===== src/rtl/pipe_ctrl_n_pkg.sv =====
// Shared definitions for the pipe_ctrl_n pipeline control unit:
// FSM encodings, boolean constants, default stage indices and a width helper.
package pipe_ctrl_n_pkg;

    typedef enum logic {
        ST_RUN  = 1'b0,
        ST_HOLD = 1'b1
    } state_e;

    localparam logic TRUE  = 1'b1;
    localparam logic FALSE = 1'b0;

    // Default stage indices of the classic 5-stage core (0 = youngest).
    typedef enum int {
        STG_IF  = 0,
        STG_ID  = 1,
        STG_EX  = 2,
        STG_MEM = 3,
        STG_WB  = 4
    } stage_e;

    // Bits needed to hold a counter value 0..max (at least one bit).
    function automatic int cnt_width(input int max);
        return (max <= 1) ? 1 : $clog2(max + 1);
    endfunction

endpackage


===== src/rtl/pipe_ctrl_n_if.sv =====
// Request/response bundle between the pipeline (master) and pipe_ctrl_n (slave).
// Perf counter outputs exist only when PIPE_CTRL_PERF_EN is defined.
interface pipe_ctrl_n_if #(
    parameter int NSTAGE = 5,
    parameter int CNT_W  = 16
);
    logic [NSTAGE-1:0] stall_req;
    logic [NSTAGE-1:0] flush_req;
    logic              hold_set;
    logic              hold_release;
    logic [NSTAGE-1:0] stall;
    logic [NSTAGE-1:0] bubble;
    logic [NSTAGE-1:0] flush;
    logic              hold_active;
    logic              hold_err;
`ifdef PIPE_CTRL_PERF_EN
    logic [CNT_W-1:0]  perf_stall_cyc;
    logic [CNT_W-1:0]  perf_flush_cnt;
    logic [CNT_W-1:0]  perf_hold_cyc;
`else
    if (CNT_W < 1) begin : g_bad_cnt_w
        $error("pipe_ctrl_n_if: CNT_W must be >= 1");
    end
`endif

    modport master (
        output stall_req, flush_req, hold_set, hold_release,
        input  stall, bubble, flush, hold_active, hold_err
`ifdef PIPE_CTRL_PERF_EN
        , input perf_stall_cyc, perf_flush_cnt, perf_hold_cyc
`endif
    );

    modport slave (
        input  stall_req, flush_req, hold_set, hold_release,
        output stall, bubble, flush, hold_active, hold_err
`ifdef PIPE_CTRL_PERF_EN
        , output perf_stall_cyc, perf_flush_cnt, perf_hold_cyc
`endif
    );
endinterface


===== src/rtl/pipe_ctrl_prio.sv =====
// Highest-set-bit encoder: idx = index of the most significant set bit of req,
// vld = any bit set. Used to pick the oldest flush requester.
module pipe_ctrl_prio
    import pipe_ctrl_n_pkg::*;
#(
    parameter  int N  = 5,
    localparam int IW = (N < 2) ? 1 : $clog2(N)
) (
    input  logic [N-1:0]  req,
    output logic [IW-1:0] idx,
    output logic          vld
);
    // Ascending scan so the last (highest) set bit wins.
    always_comb begin
        idx = '0;
        vld = FALSE;
        for (int i = 0; i < N; i++) begin
            if (req[i]) begin
                idx = IW'(i);
                vld = TRUE;
            end
        end
    end
endmodule


===== src/rtl/pipe_ctrl_n.sv =====
// N-stage pipeline control: combinational stall/bubble, registered multi-cycle
// flush, sticky hold FSM with timeout flag.
// Optional perf counters: define PIPE_CTRL_PERF_EN.
module pipe_ctrl_n
    import pipe_ctrl_n_pkg::*;
#(
    parameter int NSTAGE       = int'(STG_WB) + 1,
    parameter int HOLD_STAGE   = int'(STG_EX),
    parameter int FLUSH_CYCLES = 1,
    parameter int HOLD_TIMEOUT = 255,
    parameter int CNT_W        = 16
) (
    input  logic         clk,
    input  logic         rst,
    pipe_ctrl_n_if.slave bus
);
    localparam int IW = $clog2(NSTAGE);
    localparam int FW = cnt_width(FLUSH_CYCLES);
    localparam int TW = cnt_width(HOLD_TIMEOUT);

    if (NSTAGE < 2 || NSTAGE > 16 || HOLD_STAGE >= NSTAGE || HOLD_STAGE < 0 ||
        FLUSH_CYCLES < 1 || FLUSH_CYCLES > 15 || HOLD_TIMEOUT < 0 || CNT_W < 1) begin : g_bad_param
        $error("pipe_ctrl_n: parameter out of range");
    end

    state_e            state_q, state_d;
    logic [NSTAGE-1:0] flush_q, flush_d;
    logic [FW-1:0]     fcnt_q, fcnt_d;
    logic [TW-1:0]     tcnt_q, tcnt_d;
    logic              herr_q, herr_d;

    logic [IW-1:0]     src_idx;
    logic              src_vld, issue, flush_act, hold_eff, acc;
    logic [NSTAGE-1:0] kill_mask, s_raw, stall_v, bubble_v;

    pipe_ctrl_prio #(.N(NSTAGE)) u_prio (
        .req (bus.flush_req),
        .idx (src_idx),
        .vld (src_vld)
    );

    // Stall = any request at this stage or older, plus the hold window; flush wins.
    always_comb begin
        hold_eff = ((state_q == ST_HOLD) && !bus.hold_release) ||
                   ((state_q == ST_RUN) && bus.hold_set && !bus.hold_release);
        acc      = FALSE;
        s_raw    = '0;
        for (int k = NSTAGE - 1; k >= 0; k--) begin
            acc      = acc | bus.stall_req[k];
            s_raw[k] = acc | (hold_eff && (k <= HOLD_STAGE));
        end
        stall_v  = rst ? (s_raw & ~flush_q) : '0;
        bubble_v = '0;
        for (int k = 1; k < NSTAGE; k++) begin
            bubble_v[k] = stall_v[k-1] & ~stall_v[k];
        end
    end

    // Flush: oldest requester kills all younger stages; a new request reloads
    // the counter and widens the kill range to the union.
    always_comb begin
        flush_act = (fcnt_q != '0);
        issue     = src_vld && (src_idx != '0);
        kill_mask = '0;
        for (int k = 0; k < NSTAGE; k++) begin
            kill_mask[k] = (k < int'(src_idx));
        end
        flush_d = flush_q;
        fcnt_d  = fcnt_q;
        if (issue) begin
            flush_d = kill_mask | (flush_act ? flush_q : '0);
            fcnt_d  = FW'(FLUSH_CYCLES);
        end else if (flush_act) begin
            fcnt_d = fcnt_q - FW'(1);
            if (fcnt_d == '0) flush_d = '0;
        end
    end

    // Hold FSM and timeout; release beats set, a flush covering the hold stage aborts.
    always_comb begin
        state_d = state_q;
        case (state_q)
            ST_RUN:  if (bus.hold_set && !bus.hold_release) state_d = ST_HOLD;
            ST_HOLD: if (bus.hold_release) state_d = ST_RUN;
            default: state_d = ST_RUN;
        endcase
        if (issue && (int'(src_idx) > HOLD_STAGE)) state_d = ST_RUN;

        tcnt_d = '0;
        if (state_d == ST_HOLD) begin
            tcnt_d = (tcnt_q == '1) ? tcnt_q : tcnt_q + TW'(1);
        end
        herr_d = herr_q | ((HOLD_TIMEOUT != 0) && (int'(tcnt_d) >= HOLD_TIMEOUT));
    end

    // Control state registers.
    always_ff @(posedge clk or negedge rst) begin
        if (!rst) begin
            state_q <= ST_RUN;
            flush_q <= '0;
            fcnt_q  <= '0;
            tcnt_q  <= '0;
            herr_q  <= FALSE;
        end else begin
            state_q <= state_d;
            flush_q <= flush_d;
            fcnt_q  <= fcnt_d;
            tcnt_q  <= tcnt_d;
            herr_q  <= herr_d;
        end
    end

    assign bus.stall       = stall_v;
    assign bus.bubble      = bubble_v;
    assign bus.flush       = flush_q;
    assign bus.hold_active = (state_q == ST_HOLD);
    assign bus.hold_err    = herr_q;

`ifdef PIPE_CTRL_PERF_EN
    logic [CNT_W-1:0] pst_q, pst_d, pfl_q, pfl_d, phd_q, phd_d;

    // Saturating event counters.
    always_comb begin
        pst_d = pst_q;
        pfl_d = pfl_q;
        phd_d = phd_q;
        if (stall_v[0] && pst_q != '1)             pst_d = pst_q + CNT_W'(1);
        if (issue && pfl_q != '1)                  pfl_d = pfl_q + CNT_W'(1);
        if ((state_q == ST_HOLD) && phd_q != '1)   phd_d = phd_q + CNT_W'(1);
    end

    // Perf counter registers.
    always_ff @(posedge clk or negedge rst) begin
        if (!rst) begin
            pst_q <= '0;
            pfl_q <= '0;
            phd_q <= '0;
        end else begin
            pst_q <= pst_d;
            pfl_q <= pfl_d;
            phd_q <= phd_d;
        end
    end

    assign bus.perf_stall_cyc = pst_q;
    assign bus.perf_flush_cnt = pfl_q;
    assign bus.perf_hold_cyc  = phd_q;
`endif

endmodule


===== src/flat_wrapper.sv =====
// flat-port wrapper written by rule: the top's interface ports become plain ports
module pipe_ctrl_n_flat import pipe_ctrl_n_pkg::*;
#(
    parameter int NSTAGE       = int'(STG_WB) + 1,
    parameter int HOLD_STAGE   = int'(STG_EX),
    parameter int FLUSH_CYCLES = 1,
    parameter int HOLD_TIMEOUT = 255,
    parameter int CNT_W        = 16
)
  (clk, rst, bus_stall_req, bus_flush_req, bus_hold_set, bus_hold_release, bus_stall, bus_bubble, bus_flush, bus_hold_active, bus_hold_err);
  pipe_ctrl_n_if #(.NSTAGE(NSTAGE), .CNT_W(CNT_W)) bus_i ();
  input  logic clk;
  input  logic rst;
  input wire logic [$bits(bus_i.stall_req)-1:0] bus_stall_req;
  input wire logic [$bits(bus_i.flush_req)-1:0] bus_flush_req;
  input wire logic [$bits(bus_i.hold_set)-1:0] bus_hold_set;
  input wire logic [$bits(bus_i.hold_release)-1:0] bus_hold_release;
  output wire logic [$bits(bus_i.stall)-1:0] bus_stall;
  output wire logic [$bits(bus_i.bubble)-1:0] bus_bubble;
  output wire logic [$bits(bus_i.flush)-1:0] bus_flush;
  output wire logic [$bits(bus_i.hold_active)-1:0] bus_hold_active;
  output wire logic [$bits(bus_i.hold_err)-1:0] bus_hold_err;
  assign bus_i.stall_req = bus_stall_req;
  assign bus_i.flush_req = bus_flush_req;
  assign bus_i.hold_set = bus_hold_set;
  assign bus_i.hold_release = bus_hold_release;
  assign bus_stall = bus_i.stall;
  assign bus_bubble = bus_i.bubble;
  assign bus_flush = bus_i.flush;
  assign bus_hold_active = bus_i.hold_active;
  assign bus_hold_err = bus_i.hold_err;
  pipe_ctrl_n #(.NSTAGE(NSTAGE), .HOLD_STAGE(HOLD_STAGE), .FLUSH_CYCLES(FLUSH_CYCLES), .HOLD_TIMEOUT(HOLD_TIMEOUT), .CNT_W(CNT_W)) u_core (.clk(clk), .rst(rst), .bus(bus_i));
endmodule

===== config.mk =====
export PLATFORM = sky130hd
export DESIGN_NAME = pipe_ctrl_n_flat
export DESIGN_NICKNAME = d
export VERILOG_FILES = /design/src/rtl/pipe_ctrl_n_pkg.sv /design/src/rtl/pipe_ctrl_n_if.sv /design/src/rtl/pipe_ctrl_prio.sv /design/src/rtl/pipe_ctrl_n.sv /design/src/flat_wrapper.sv
export SDC_FILE = /design/constraint.sdc
export NUM_CORES = 1
export LEC_CHECK = 0
export ABC_CLOCK_PERIOD_IN_PS = 2000
export BUFFER_PORTS_ARGS = -buffer_cell sky130_fd_sc_hd__buf_2
export CORE_MARGIN = 2
export CORE_UTILIZATION = 44
export CTS_BUF_LIST = sky130_fd_sc_hd__clkbuf_16
export DETAILED_ROUTE_END_ITERATION = 7
export PLACE_DENSITY = 0.73
export SYNTH_ARGS = -nofsm -noshare
export SYNTH_HDL_FRONTEND = slang
export SYNTH_HIERARCHICAL = 1
export SYNTH_SLANG_ARGS = --single-unit

===== constraint.sdc =====
create_clock -name clk -period 2 [get_ports clk]
set_input_delay 0.6 -clock clk [delete_from_list [all_inputs] [get_ports clk]]
set_output_delay 0.6 -clock clk [all_outputs]
set_load 0.01 [all_outputs]

---- Yosys cells after proc, flatten, opt, wreduce, memory -nomap -nowiden ----
Index checks and enable logic that the tools add are counted.
storage, ports and cells
  flip-flop bits (word level) ............. 16
  bits in latches ......................... 0
  RAM bits ................................ 0
  memory bits (read-only) ................. 0
  input port bits ......................... 14
  output and inout port bits .............. 17
  logic and storage cells ................. 69
  memories ................................ 0
cells by class
  $add $sub $neg .......................... 2
  multiply operators ...................... 0
  div/mod/pow operators ................... 0
  order comparisons ....................... 7
  eq/ne operators ......................... 2
  shifts and indexed selects .............. 0
  mux-type cells .......................... 22
  bitwise operators ....................... 20
  reduce and logical (&&, ||, !) cells .... 11
operators with widths
  cell                 count
  $mux 5               5
  $mux 8               2
  $mux 1               11
  $mux 3               3
  $add 8x1->8 const B  1
  $eq 8x8->1 const B   1
  $ge 8x8->1 const B   1
  $or 1x1->1           8
  $logic_and 1x1->1    6
  $lt 1x3->1 const A   2
  $lt 2x3->1 const A   2
  $and 5x5->5          1
  $not 1->1            5
  $not 5->5            1
  $or 5x5->5           1
  $and 1x1->1          4
  $gt 3x2->1 const B   1
  $lt 3x3->1 const A   1
  $reduce_bool 3->1    1
  $ne 2x1->1 const B   1
  $pmux 1 s2           1
  $reduce_and 2->1     1
  $reduce_bool 2->1    1
  $logic_not 1->1      1
  2 further kinds      2

---- Logic depth before layout (Yosys ltp) ----
Gate-level depths: netlist (run 1).
  word-level depth ........................ 11
  gate-level depth with buffers ........... 7
  depth with buffers taken out ............ 6

---- Modules after synthesis ----
Netlist (run 1), hierarchy kept.
by module, submodules not included
  module          instances  cells an instance  area an instance (um2)  sequential area each (um2)
  pipe_ctrl_n     1          96                 918.4                   400.4
  pipe_ctrl_prio  1          8                  42.5                    0.0

---- Worst setup path after synthesis (run 1) ----
Ideal clock, no wire load.
  path type ............................... input-to-output
  start ................................... input bus_hold_release
  end ..................................... output bus_bubble[3]
  arrival time ............................ 1561 ps
  data required time ...................... 1400 ps
  path slack .............................. -161 ps
  cell stages on the path ................. 4
  path buffers ............................ 0
  cell sequence ........................... o21ba_2 > nor4_1 > nor3b_1 > nor2b_1
on the way
  word-level cells in the longest chain between the ends .. 7
  elaborated cells between the ends (all ways) .. 8
  those cells by class .................... mux (1); bitwise (3); reduce/logical (4)
RTL lines
  item                                  RTL line                              RTL
  start: declaration                    flat_wrapper.sv:17                    input wire logic [$bits(bus_i.hold_release)-1:0] bus_hold_release;
  $logic_not 1->1 (*)                   pipe_ctrl_n.sv:44, pipe_ctrl_n.sv:45
  $logic_and 1x1->1 (on tied branches)  pipe_ctrl_n.sv:44, pipe_ctrl_n.sv:45
  $logic_or 1x1->1 (*)                  pipe_ctrl_n.sv:44                     hold_eff = ((state_q == ST_HOLD) && !bus.hold_release) ||
  $or 1x1->1 (*)                        pipe_ctrl_n.sv:50                     s_raw[k] = acc | (hold_eff && (k <= HOLD_STAGE));
  $and 5x5->5 (*)                       pipe_ctrl_n.sv:52                     stall_v = rst ? (s_raw & ~flush_q) : '0;
  $mux 5 (*)                            pipe_ctrl_n.sv:52
  net bus_stall[2]                      flat_wrapper.sv:18                    output wire logic [$bits(bus_i.stall)-1:0] bus_stall;
  $and 1x1->1 (*)                       pipe_ctrl_n.sv:55                     bubble_v[k] = stall_v[k-1] & ~stall_v[k];
  end: declaration                      flat_wrapper.sv:19                    output wire logic [$bits(bus_i.bubble)-1:0] bus_bubble;
The timed path passes the listed nets; every way through them passes the cells marked *.

---- Worst setup path after layout (run 1) ----
  start ................................... input bus_hold_set
  end ..................................... output bus_bubble[1]
on the way
  word-level cells in the longest chain between the ends .. 8
  elaborated cells between the ends (all ways) .. 9
  those cells by class .................... mux (1); bitwise (5); reduce/logical (3)
RTL lines
  item                                 RTL line            RTL
  start: declaration                   flat_wrapper.sv:16  input wire logic [$bits(bus_i.hold_set)-1:0] bus_hold_set;
  $logic_and 1x1->1 (*) (2 in series)  pipe_ctrl_n.sv:45   ((state_q == ST_RUN) && bus.hold_set && !bus.hold_release);
  $logic_or 1x1->1 (*)                 pipe_ctrl_n.sv:44
  $or 1x1->1                           pipe_ctrl_n.sv:50
  $and 5x5->5 (*)                      pipe_ctrl_n.sv:52
  $mux 5 (*)                           pipe_ctrl_n.sv:52
  $not 1->1                            pipe_ctrl_n.sv:55
  $and 1x1->1 (*)                      pipe_ctrl_n.sv:55
Every way passes the cells marked *; elsewhere a longest branch is shown, timed or not.

==> summary.json, run 1 <==
{
  "status": {"value": "finished, violations left"},
  "violations": {"value": "setup timing"},
  "setup_total_negative_slack": {"value": -0.742, "unit": "ns"},
  "postCtsHoldBufs": {"value": 0},
  "filler_cell_count": {"value": 177},
  "ffs_latches_synth": {"value": 16},
  "netlist_instances": {"value": 104},
  "synth_fp_nets": {"value": 119},
  "antenna_found_initial": {"value": 0},
  "wire_length_of_the_first_global_routing_pass": {"value": 3840, "unit": "µm"},
  "ioPinCount": {"value": 31},
  "rsz0062_at_grt": {"value": "true"},
  "cts-root-buf": {"value": "sky130_fd_sc_hd__clkbuf_16"},
  "tritonroute_pass_1_iters": {"value": 4},
  "cellPowerDensity": {"value": 678, "unit": "mW/mm²"},
  "dpl.hpwl": {"value": 1720, "unit": "µm"},
  "fin_crit_sh": {"value": 110, "unit": "%"},
  "htreeDepth": {"value": 1},
  "overflow": {"value": 0},
  "holdCritPathClass": {"value": "in2async"},
  "numClockSinks": {"value": 16},
  "synthFlopType": {"value": "sky130_fd_sc_hd__dfrtp_1"},
  "max-cap-violations": {"value": 0},
  "synth_top_cell_by_area": {"value": "sky130_fd_sc_hd__dfrtp_1"},
  "core_area": {"value": 0.00200, "unit": "mm²"},
  "initial_utilization": {"value": 48.0, "unit": "%"},
  "grt_max_degree": {"value": 17},
  "power_leakage": {"value": 0.647, "unit": "nW"},
  "cts_tree": {"value": "done"},
  "antenna_violating_nets_post_route": {"value": 0},
  "fin_total_pwr": {"value": 0.901, "unit": "mW"},
  "netlist-cell-type-count": {"value": 41},
  "critPathMaxFanout": {"value": 3},
  "clk_path_buf_depth": {"value": 2},
  "synth_edf_count": {"value": 0},
  "synth_top_area_share": {"value": 41.7, "unit": "%"},
  "max_freq": {"value": 454, "unit": "MHz"},
  "layout_min_cycle_time": {"value": 2.20, "unit": "ns"},
  "post_synth_fa_ha_maj_area_fraction": {"value": 2.34, "unit": "%"},
  "synth-seq-area-share": {"value": 41.7, "unit": "%"},
  "number_of_global_route_vias_before_repair": {"value": 906},
  "die_w": {"value": 50.7, "unit": "µm"},
  "yosys_warnings": {"value": 6},
  "io_buf_count": {"value": 29},
  "routed_wire_length_per_instance": {"value": 14.1, "unit": "µm"},
  "setup_viol": {"value": 6},
  "synth.top_cells.by_area": {"value": "sky130_fd_sc_hd__dfrtp_1, sky130_fd_sc_hd__a21oi_1, sky130_fd_sc_hd__inv_1, sky130_fd_sc_hd__nor3b_1, sky130_fd_sc_hd__nor4b_2"},
  "globalRouteTotalUtil": {"value": 19.5, "unit": "%"},
  "nNetsFinal": {"value": 160},
  "timing.final.ws_setup": {"value": -0.204, "unit": "ns"},
  "flow.area_growth_from_synthesis": {"value": 38.3, "unit": "%"},
  "latest_clock_arrival_within_the_worst_skew_pair": {"value": 0.24, "unit": "ns"},
  "average_footprint_of_a_synthesized_cell": {"value": 9.24, "unit": "µm²"},
  "cts_buf_count": {"value": 3},
  "vias": {"value": 977},
  "totalWireLength": {"value": 2420, "unit": "µm"},
  "final_layout_size_suffix_gt1_share": {"value": 40.3, "unit": "%"},
  "fin_worst_skew": {"value": 0.00234, "unit": "ns"},
  "timing_hold_violations_final": {"value": 0},
  "synth.cell_area": {"value": 961, "unit": "µm²"},
  "worst_setup_path_end_kind": {"value": "output pin"},
  "peakVddDrop": {"value": 498, "unit": "µV"},
  "die_area": {"value": 0.00257, "unit": "mm²"},
  "die_height": {"value": 50.7, "unit": "µm"},
  "cp.arrival": {"value": 1.60, "unit": "ns"},
  "fp-row-count": {"value": 16},
  "globalplace.congestion": {"value": 0.808},
  "placement.setup.worst_slack": {"value": -0.241, "unit": "ns"},
  "yosys.area_share.xor_xnor": {"value": 1.82, "unit": "%"},
  "remaining_drc_errors": {"value": 0},
  "critPathLaunchType": {"value": "input pin"},
  "n_antenna_cell": {"value": 0},
  "synth_top_family_by_area": {"value": "simple AND/OR/NAND/NOR gates"},
  "yosys.area_share.simple": {"value": 23.6, "unit": "%"},
  "final_max_slew_viol_count": {"value": 0},
  "dr.first_iter.drc_count": {"value": 18},
  "drt-vias-per-instance": {"value": 5.71},
  "cts.reportedPaths.clkPinSlew": {"value": 0.05, "unit": "ns"},
  "postLayoutCoreUtil": {"value": 66.4, "unit": "%"},
  "muxShareOfSynthArea": {"value": 2.08, "unit": "%"},
  "reg2reg_depth": {"value": 5},
  "cp_data_required_time": {"value": 1.40, "unit": "ns"},
  "ys_async_sr_fraction": {"value": 100, "unit": "%"},
  "critPathKind": {"value": "in2out"},
  "synth_compound_area_share": {"value": 22.1, "unit": "%"}
}
[kinds of logic (layout without fill, tap and decap cells)]
family / Yosys count / after routing
other: 1 / 1
DFF: 16 / 16
and+or+nand+nor: 37 / 37
AOI/OAI and AO/OA: 31 / 31
buffers and inverters: 13 / 53
muxes: 2 / 2
adders and majority gates: 2 / 2
xor gates and xnor gates: 2 / 2
[metal layers]
layer	up-vias	share of wire [%]	wire length (µm)	track usage, %
met1	472	41	997	23.0
met4	0	1.5	36	8.11
met5	-	0	0	0
li1	461	-	-	-
met3	4	5.1	123	2.98
met2	40	52	1260	34.9
[report_power, final]
| group | leakage [nW] | internal [mW] | switching (mW) |
|---|---|---|---|
| clock | 0.0385 | 0.265 | 0.118 |
| sequential | 0.202 | 0.340 | 0.0192 |
| combinational | 0.406 | 0.0769 | 0.0826 |
| total | 0.647 | 0.682 | 0.220 |
[path summary, 6_finish.rpt]
check / startpoint / to / slack [ns]
max in group asynchronous: rst / u_core/bus.flush[2]$_DFFE_PN0P_ / 1.45
worst min register to register: u_core/bus.hold_err$_DFF_PN0_ / u_core/bus.hold_err$_DFF_PN0_ / 0.47
min in group clk: u_core/bus.hold_err$_DFF_PN0_ / u_core/bus.hold_err$_DFF_PN0_ / 0.47
worst max register to register: u_core/tcnt_q[0]$_DFF_PN0_ / u_core/bus.hold_err$_DFF_PN0_ / 0.22
worst min-delay path: rst / u_core/tcnt_q[6]$_DFF_PN0_ / 0.37
worst max-delay path: bus_hold_set / bus_bubble[1] / -0.20
[placed cells by master (no fill, tap or decap), drive strengths merged, types with 4 or more instances in the layout]
| master | n |
|---|---|
| buf | 39 |
| nand2 | 6 |
| a31oi | 4 |
| nor3b | 5 |
| a21oi | 9 |
| nor2 | 7 |
| dfrtp | 16 |
| inv | 10 |
| and3 | 4 |
| o21ai | 5 |
[synth_stat cells, types with 2 or more instances]
| library cell | n |
|---|---|
| sky130_fd_sc_hd__a211oi_1 | 2 |
| sky130_fd_sc_hd__and3_1 | 2 |
| sky130_fd_sc_hd__nand2b_1 | 2 |
| sky130_fd_sc_hd__nor2b_1 | 2 |
| sky130_fd_sc_hd__and3_2 | 2 |
| sky130_fd_sc_hd__mux2i_1 | 2 |
| sky130_fd_sc_hd__buf_4 | 2 |
| sky130_fd_sc_hd__nor3b_1 | 5 |
| sky130_fd_sc_hd__o21ai_0 | 3 |
| sky130_fd_sc_hd__a32o_1 | 2 |
| sky130_fd_sc_hd__nor2_1 | 7 |
| sky130_fd_sc_hd__nand3_1 | 2 |
| sky130_fd_sc_hd__nor4b_2 | 2 |
| sky130_fd_sc_hd__dfrtp_1 | 16 |
| sky130_fd_sc_hd__a21oi_1 | 8 |
| sky130_fd_sc_hd__nand2_1 | 6 |
| sky130_fd_sc_hd__nand4_1 | 2 |
| sky130_fd_sc_hd__xnor2_1 | 2 |
| sky130_fd_sc_hd__inv_1 | 10 |
| sky130_fd_sc_hd__a31oi_1 | 4 |
[worst max-delay path: stages]
cell,delay (ns)
sky130_fd_sc_hd__buf_6,0.09
sky130_fd_sc_hd__o21ba_4,0.20
sky130_fd_sc_hd__nor4b_4,0.31
sky130_fd_sc_hd__mux2i_1,0.23
sky130_fd_sc_hd__nor2_1,0.05
sky130_fd_sc_hd__buf_2,0.13
[state kept, by name (all words and copies together) (netlist names)]
name / cells
u_core/bus.flush: 5
u_core/bus.hold_active: 1
u_core/bus.hold_err: 1
u_core/fcnt_q: 1
u_core/tcnt_q: 8
[stage by stage]
step	std cells	cell area (µm²)	hold WS, ns
final	171	1330	0.371
after global routing	171	1330	0.392
after CTS	168	1290	0.370
after detailed placement	164	1200	0.458
after global placement	164	1200	0.448
after floorplan	104	985	0.304
[area by class of cell]
type / count / area, µm² / share of cell area (%)
Tap cell: 27 / 33.8 / 2.54
Sequential cell: 16 / 400 / 30.1
Multi-Input combinational cell: 75 / 549 / 41.3
Clock inverter: 1 / 3.75 / 0.282
Clock buffer: 3 / 75.1 / 5.65
Timing Repair Buffer: 39 / 229 / 17.2
Inverter: 10 / 37.5 / 2.82
[what timing repair did]
| action | in CTS | in global routing |
|---|---|---|
| hold endpoints to repair | 0 | 0 |
| setup endpoints to repair | 7 | 7 |
| setup buffers | 0 | 3 |
| gates resized for setup | 3 | 5 |
| pin swaps | 2 | 2 |
Note: power is estimated with default switching activity, not from simulation.
==> inputs of run 2 (changes only) <==
--- a/config.mk
+++ b/config.mk
@@ -7,11 +7,14 @@
 export LEC_CHECK = 0
 export ABC_CLOCK_PERIOD_IN_PS = 2000
 export BUFFER_PORTS_ARGS = -buffer_cell sky130_fd_sc_hd__buf_2
+export CELL_PAD_IN_SITES_DETAIL_PLACEMENT = 0
+export CELL_PAD_IN_SITES_GLOBAL_PLACEMENT = 2
+export CORE_ASPECT_RATIO = 0.5
 export CORE_MARGIN = 2
-export CORE_UTILIZATION = 44
+export CORE_UTILIZATION = 26
 export CTS_BUF_LIST = sky130_fd_sc_hd__clkbuf_16
 export DETAILED_ROUTE_END_ITERATION = 7
-export PLACE_DENSITY = 0.73
+export PLACE_DENSITY_LB_ADDON = 0.1
 export SYNTH_ARGS = -nofsm -noshare
 export SYNTH_HDL_FRONTEND = slang
 export SYNTH_HIERARCHICAL = 1
==> run 2 against run 1 <==
  * The flow still finishes with violations (setup timing)
  * Largest power group unchanged
  * Register-to-register slack better by 0.15 ns
  * Highest routed layer is now met3
  * Sequential share of layout area shrank 1.1 points
  * Sequential power is essentially flat
  * Setup slack better by 0.017 ns
  * Cell count is 16% higher
  * Via count decreased by 5.6%
  * Utilization decreased by 27 points
==> summary.json, run 2 (synthesized netlist as in run 1, its figures left out) <==
{
  "crit_buf_inv": {"value": 2},
  "worstPathCellList": {"value": "buf_6 -> o21ba_4 -> nor4b_4 -> mux2i_1 -> nor2_1 -> buf_2"},
  "power_switching_share": {"value": 24.7, "unit": "%"},
  "timing.critical_path.depth": {"value": 6},
  "slowest_stage": {"value": "sky130_fd_sc_hd__nor4b_4"},
  "max_freq": {"value": 457, "unit": "MHz"},
  "drt-vias-per-instance": {"value": 4.66},
  "layout_min_cycle_time": {"value": 2.19, "unit": "ns"},
  "critPathLaunchType": {"value": "input pin"},
  "postLayoutCoreUtil": {"value": 39.6, "unit": "%"},
  "cts-root-buf": {"value": "sky130_fd_sc_hd__clkbuf_16"},
  "max-cap-violations": {"value": 0},
  "cts_buf_count": {"value": 3},
  "status": {"value": "finished, violations left"},
  "cellPowerDensity": {"value": 659, "unit": "mW/mm²"},
  "intPower": {"value": 0.686, "unit": "mW"},
  "holdCritPathClass": {"value": "in2async"},
  "routed_wire_length_per_instance": {"value": 12.0, "unit": "µm"},
  "ioPinCount": {"value": 31},
  "dpl.hpwl": {"value": 1900, "unit": "µm"},
  "n_antenna_cell": {"value": 0},
  "flow.area_growth_from_synthesis": {"value": 43.7, "unit": "%"},
  "grt_max_degree": {"value": 13},
  "registers.top_by_ff_count": {"value": "u_core/tcnt_q"},
  "clk_path_buf_depth": {"value": 2},
  "numClockSinks": {"value": 16},
  "tritonroute_pass_1_iters": {"value": 4},
  "most_common_cell_after_layout_fill_and_taps_aside": {"value": "sky130_fd_sc_hd__buf_2"},
  "seq_power_share": {"value": 39.2, "unit": "%"},
  "timing.final.ws_setup": {"value": -0.187, "unit": "ns"},
  "cts_tree": {"value": "done"},
  "critPathMaxFanout": {"value": 3},
  "cp.arrival": {"value": 1.59, "unit": "ns"},
  "fin_crit_sh": {"value": 109, "unit": "%"},
  "power_leakage": {"value": 0.665, "unit": "nW"},
  "worst_setup_path_end_kind": {"value": "output pin"},
  "dr.first_iter.drc_count": {"value": 13},
  "violations": {"value": "setup timing"},
  "timing_hold_violations_final": {"value": 0},
  "setup_viol": {"value": 5},
  "cpLargestDelayFamily": {"value": "simple AND/OR/NAND/NOR gates"},
  "fin_worst_skew": {"value": 0.00475, "unit": "ns"},
  "totalWireLength": {"value": 2390, "unit": "µm"},
  "numPlacedInstances": {"value": 193},
  "cp_data_required_time": {"value": 1.40, "unit": "ns"},
  "wire_length_of_the_first_global_routing_pass": {"value": 4050, "unit": "µm"},
  "core_area": {"value": 0.00349, "unit": "mm²"},
  "globalRouteTotalUtil": {"value": 12.8, "unit": "%"},
  "io_buf_count": {"value": 29},
  "overflow": {"value": 0},
  "reg2reg_depth": {"value": 5},
  "antenna_found_initial": {"value": 0},
  "peakVddDrop": {"value": 273, "unit": "µV"},
  "die_height": {"value": 47.0, "unit": "µm"},
  "p_comb_share": {"value": 17.6, "unit": "%"},
  "initial_utilization": {"value": 27.5, "unit": "%"},
  "clock_power_share": {"value": 43.1, "unit": "%"},
  "nNetsFinal": {"value": 163},
  "globalplace.congestion": {"value": 0.719},
  "die_area": {"value": 0.00423, "unit": "mm²"},
  "fp-row-count": {"value": 15},
  "placement.cell_area": {"value": 0.00126, "unit": "mm²"},
  "setup_total_negative_slack": {"value": -0.594, "unit": "ns"},
  "latest_clock_arrival_within_the_worst_skew_pair": {"value": 0.25, "unit": "ns"},
  "fin_total_pwr": {"value": 0.910, "unit": "mW"},
  "vias": {"value": 922},
  "cts.reportedPaths.clkPinSlew": {"value": 0.05, "unit": "ns"},
  "remaining_drc_errors": {"value": 0},
  "critPathKind": {"value": "in2out"},
  "final_max_slew_viol_count": {"value": 0},
  "critical_path.max_stage_delay": {"value": 0.30, "unit": "ns"},
  "final_cell_area": {"value": 0.00138, "unit": "mm²"},
  "p_switching": {"value": 0.225, "unit": "mW"},
  "rsz0062_at_grt": {"value": "true"},
  "htreeDepth": {"value": 1},
  "number_of_flip_flops_in_the_largest_register": {"value": 8},
  "final_cell_mix": {"value": "sky130_fd_sc_hd__buf_2, sky130_fd_sc_hd__dfrtp_1, sky130_fd_sc_hd__buf_4"},
  "number_of_global_route_vias_before_repair": {"value": 886},
  "layoutNonFillerInstCount": {"value": 198},
  "die_w": {"value": 90.0, "unit": "µm"},
  "antenna_violating_nets_post_route": {"value": 0},
  "final_layout_size_suffix_gt1_share": {"value": 40.1, "unit": "%"}
}
run 2: path summary, 6_finish.rpt:
path / from / slack (ns) / end
min: rst / 0.32 / u_core/bus.flush[0]$_DFFE_PN0P_
min in group clk: u_core/bus.hold_err$_DFF_PN0_ / 0.47 / u_core/bus.hold_err$_DFF_PN0_
max: bus_hold_set / -0.19 / bus_bubble[1]
max reg2reg: u_core/tcnt_q[0]$_DFF_PN0_ / 0.37 / u_core/bus.hold_err$_DFF_PN0_
min reg2reg: u_core/bus.hold_err$_DFF_PN0_ / 0.47 / u_core/bus.hold_err$_DFF_PN0_
max in group asynchronous: rst / 1.48 / u_core/tcnt_q[0]$_DFF_PN0_
run 2: through the flow:
step           setup slack [ns]  hold WS, ns
6_report                 -0.187        0.323
5_1_grt                  -0.240        0.332
4_1_cts                  -0.199        0.322
3_5_place_dp             -0.234        0.464
3_3_place_gp             -0.226        0.465
2_1_floorplan           -0.0416        0.304
run 2: metal layers:
metal / up-vias / global-route usage [%] / share of wire [%]
li1: 469 / - / -
met1: 436 / 15.1 / 48
met2: 17 / 22.4 / 48
met3: 0 / 4.01 / 3.8
met4: 0 / 6.46 / 0
met5: - / 0 / 0
run 2: power by group through the flow:
stage / combinational, mW / sequential (mW) / clock, mW
2_1_floorplan: 0.0760 / 0.365 / 0
3_3_place_gp: 0.157 / 0.363 / 0
3_5_place_dp: 0.156 / 0.363 / 0
4_1_cts: 0.159 / 0.358 / 0.412
5_1_grt: 0.180 / 0.361 / 0.428
6_report: 0.161 / 0.357 / 0.392
run 2: repair_timing:
item	in CTS	in global routing
endpoints found under the setup margin	7	7
setup buffers	1	0
gates resized for setup	3	5
pin swaps	1	2
hold buffers	0	0
run 2: area by class of cell:
class | count | area, µm²
Clock buffer | 3 | 75.1
Fill cell | 367 | 2110
Multi-Input combinational cell | 75 | 539
Clock inverter | 1 | 3.75
Timing Repair Buffer | 42 | 262
Inverter | 10 | 37.5
Sequential cell | 16 | 400
Tap cell | 51 | 63.8
==> inputs of run 3 (changes only) <==
--- a/config.mk
+++ b/config.mk
@@ -5,15 +5,16 @@
 export SDC_FILE = /design/constraint.sdc
 export NUM_CORES = 1
 export LEC_CHECK = 0
-export ABC_CLOCK_PERIOD_IN_PS = 2000
+export ABC_CLOCK_PERIOD_IN_PS = 2800
 export BUFFER_PORTS_ARGS = -buffer_cell sky130_fd_sc_hd__buf_2
 export CELL_PAD_IN_SITES_DETAIL_PLACEMENT = 0
 export CELL_PAD_IN_SITES_GLOBAL_PLACEMENT = 2
 export CORE_ASPECT_RATIO = 0.5
 export CORE_MARGIN = 2
-export CORE_UTILIZATION = 26
+export CORE_UTILIZATION = 31
 export CTS_BUF_LIST = sky130_fd_sc_hd__clkbuf_16
 export DETAILED_ROUTE_END_ITERATION = 7
+export GPL_TIMING_DRIVEN = 1
 export PLACE_DENSITY_LB_ADDON = 0.1
 export SYNTH_ARGS = -nofsm -noshare
 export SYNTH_HDL_FRONTEND = slang
==> constraint.sdc (replaced) <==
create_clock -name clk -period 2.8 [get_ports clk]
set_input_delay 0.84 -clock clk [delete_from_list [all_inputs] [get_ports clk]]
set_output_delay 0.84 -clock clk [all_outputs]
set_load 0.01 [all_outputs]
==> run 3 against run 2 <==
  * The run now ends clean
  * Critical path depth stayed put
  * Sequential power is 29% lower
  * Critical path type unchanged
  * Setup slack better by 0.31 ns
  * Register-to-register slack better by 0.65 ns
  * Die area is 15% lower
  * Clock skew is 0.0040 ns lower
  * Via count is 3.4% lower
  * Global-route usage is 1.2 points higher
  * Total power is 30% lower
  * Worst hold slack better by 0.078 ns
  * Largest cell class unchanged
  * First-iteration DRC count is 100% higher
==> summary.json, run 3 (synthesized netlist as in run 1, its figures left out) <==
{
  "cp_data_required_time": {"value": 1.96, "unit": "ns"},
  "drt-vias-per-instance": {"value": 5.01},
  "placement.setup.worst_slack": {"value": 0.0412, "unit": "ns"},
  "filler_cell_count": {"value": 302},
  "numClockSinks": {"value": 16},
  "cts_tree": {"value": "done"},
  "worst_setup_path_end_kind": {"value": "output pin"},
  "timing.final.ws_setup": {"value": 0.120, "unit": "ns"},
  "critPathKind": {"value": "in2out"},
  "fp-row-count": {"value": 14},
  "cts_buf_count": {"value": 3},
  "postCtsSetupRepairBufs": {"value": 0},
  "fin_crit_sh": {"value": 95.7, "unit": "%"},
  "cts.reportedPaths.clkPinSlew": {"value": 0.05, "unit": "ns"},
  "grt_max_degree": {"value": 17},
  "rsz0062_at_grt": {"value": "false"},
  "registers.top_by_ff_count": {"value": "u_core/tcnt_q"},
  "initial_utilization": {"value": 32.3, "unit": "%"},
  "totalWireLength": {"value": 2300, "unit": "µm"},
  "cellPowerDensity": {"value": 503, "unit": "mW/mm²"},
  "die_w": {"value": 82.7, "unit": "µm"},
  "status": {"value": "complete, no violations"},
  "vias": {"value": 891},
  "antenna_violating_nets_post_route": {"value": 0},
  "fin_worst_skew": {"value": 0.000713, "unit": "ns"},
  "layout_min_cycle_time": {"value": 2.68, "unit": "ns"},
  "final_layout_size_suffix_gt1_share": {"value": 33.3, "unit": "%"},
  "n_antenna_cell": {"value": 0},
  "cp.arrival": {"value": 1.84, "unit": "ns"},
  "ioPinCount": {"value": 31},
  "number_of_global_route_vias_before_repair": {"value": 817},
  "dr.first_iter.drc_count": {"value": 26},
  "io_buf_count": {"value": 29},
  "setup_viol": {"value": 0},
  "core_area": {"value": 0.00298, "unit": "mm²"},
  "cts.repair.resized": {"value": 0},
  "holdCritPathClass": {"value": "in2async"},
  "dpl.hpwl": {"value": 1740, "unit": "µm"},
  "most_common_cell_after_layout_fill_and_taps_aside": {"value": "sky130_fd_sc_hd__buf_2"},
  "power_leakage": {"value": 0.606, "unit": "nW"},
  "remaining_drc_errors": {"value": 0},
  "postCtsHoldBufs": {"value": 0},
  "latest_clock_arrival_within_the_worst_skew_pair": {"value": 0.24, "unit": "ns"},
  "globalplace.congestion": {"value": 0.751},
  "clk_path_buf_depth": {"value": 2},
  "final_max_slew_viol_count": {"value": 0},
  "multi_input_comb_area": {"value": 517, "unit": "µm²"},
  "htreeDepth": {"value": 1},
  "setup_total_negative_slack": {"value": 0, "unit": "ns"},
  "flow.area_growth_from_synthesis": {"value": 31.0, "unit": "%"},
  "seq_area": {"value": 400, "unit": "µm²"},
  "max_freq": {"value": 373, "unit": "MHz"},
  "critPathLaunchType": {"value": "input pin"},
  "final_cell_mix": {"value": "sky130_fd_sc_hd__buf_2, sky130_fd_sc_hd__dfrtp_1, sky130_fd_sc_hd__inv_1"},
  "overflow": {"value": 0},
  "peakVddDrop": {"value": 294, "unit": "µV"},
  "globalRouteTotalUtil": {"value": 14.0, "unit": "%"},
  "timing_hold_violations_final": {"value": 0},
  "number_of_flip_flops_in_the_largest_register": {"value": 8},
  "nNetsFinal": {"value": 154},
  "antenna_found_initial": {"value": 0},
  "wire_length_of_the_first_global_routing_pass": {"value": 3730, "unit": "µm"},
  "critPathMaxFanout": {"value": 3},
  "routed_wire_length_per_instance": {"value": 12.9, "unit": "µm"},
  "cts-root-buf": {"value": "sky130_fd_sc_hd__clkbuf_16"},
  "die_height": {"value": 43.4, "unit": "µm"},
  "die_area": {"value": 0.00359, "unit": "mm²"},
  "tritonroute_pass_1_iters": {"value": 4},
  "max-cap-violations": {"value": 0}
}
## run 3: changes by cell type in the layout (fill, tap and decap cells not counted), sizes merged
cell,before,now
buf,42,33
## run 3: power breakdown
group / internal (mW) / switching (mW) / total [mW]
logic: 0.0461 / 0.0552 / 0.101
registers: 0.243 / 0.0108 / 0.254
clock network: 0.189 / 0.0888 / 0.278
total: 0.478 / 0.155 / 0.633
## run 3: area by class of cell
| cell class | count | share of cell area, % |
|---|---|---|
| multi-input cells | 75 | 41.1 |
| flip-flops and latches | 16 | 31.8 |
| repair buffers | 33 | 13.9 |
| clock buffers | 3 | 5.96 |
| well taps | 40 | 3.98 |
| inverters | 10 | 2.98 |
| clock inverters | 1 | 0.298 |
## run 3: critical path, cell delays in order
cell,delay [ns]
sky130_fd_sc_hd__buf_2,0.09
sky130_fd_sc_hd__o21ba_2,0.22
sky130_fd_sc_hd__nor4b_4,0.29
sky130_fd_sc_hd__mux2i_1,0.22
sky130_fd_sc_hd__nor2_1,0.05
sky130_fd_sc_hd__buf_2,0.13
## run 3: final timing paths
check | end | from | slack, ns | cells past startpoint
max in group asynchronous | u_core/bus.flush[2]$_DFFE_PN0P_ | rst | 1.99 | 2
hold / removal | u_core/bus.flush[1]$_DFFE_PN0P_ | rst | 0.40 | 1
min in group clk | u_core/bus.hold_err$_DFF_PN0_ | u_core/bus.hold_err$_DFF_PN0_ | 0.47 | 1
setup / recovery | bus_bubble[1] | bus_hold_set | 0.12 | 6
hold reg to reg | u_core/bus.hold_err$_DFF_PN0_ | u_core/bus.hold_err$_DFF_PN0_ | 0.47 | 1
setup reg to reg | u_core/bus.hold_err$_DFF_PN0_ | u_core/tcnt_q[0]$_DFF_PN0_ | 1.02 | 5
## run 3: layer usage
metal  global-route usage (%)  part of all wire, %  up-vias
met5                        0                    0        -
met2                     21.5                   43       24
met4                     2.95                    0        0
met3                     5.21                  6.6        0
li1                         -                    -      448
met1                     19.1                   51      419
## run 3: per-stage QoR
stage	std cells	hold WS (ns)	area, µm²	util [%]	total power, mW
3_5_place_dp	174	0.454	1170	39.2	0.358
2_1_floorplan	104	0.503	961	-	0.312
3_3_place_gp	174	0.455	1170	39.2	0.358
6_report	178	0.400	1260	42.3	0.633
4_1_cts	178	0.398	1240	41.8	0.641
5_1_grt	178	0.397	1260	42.3	0.674
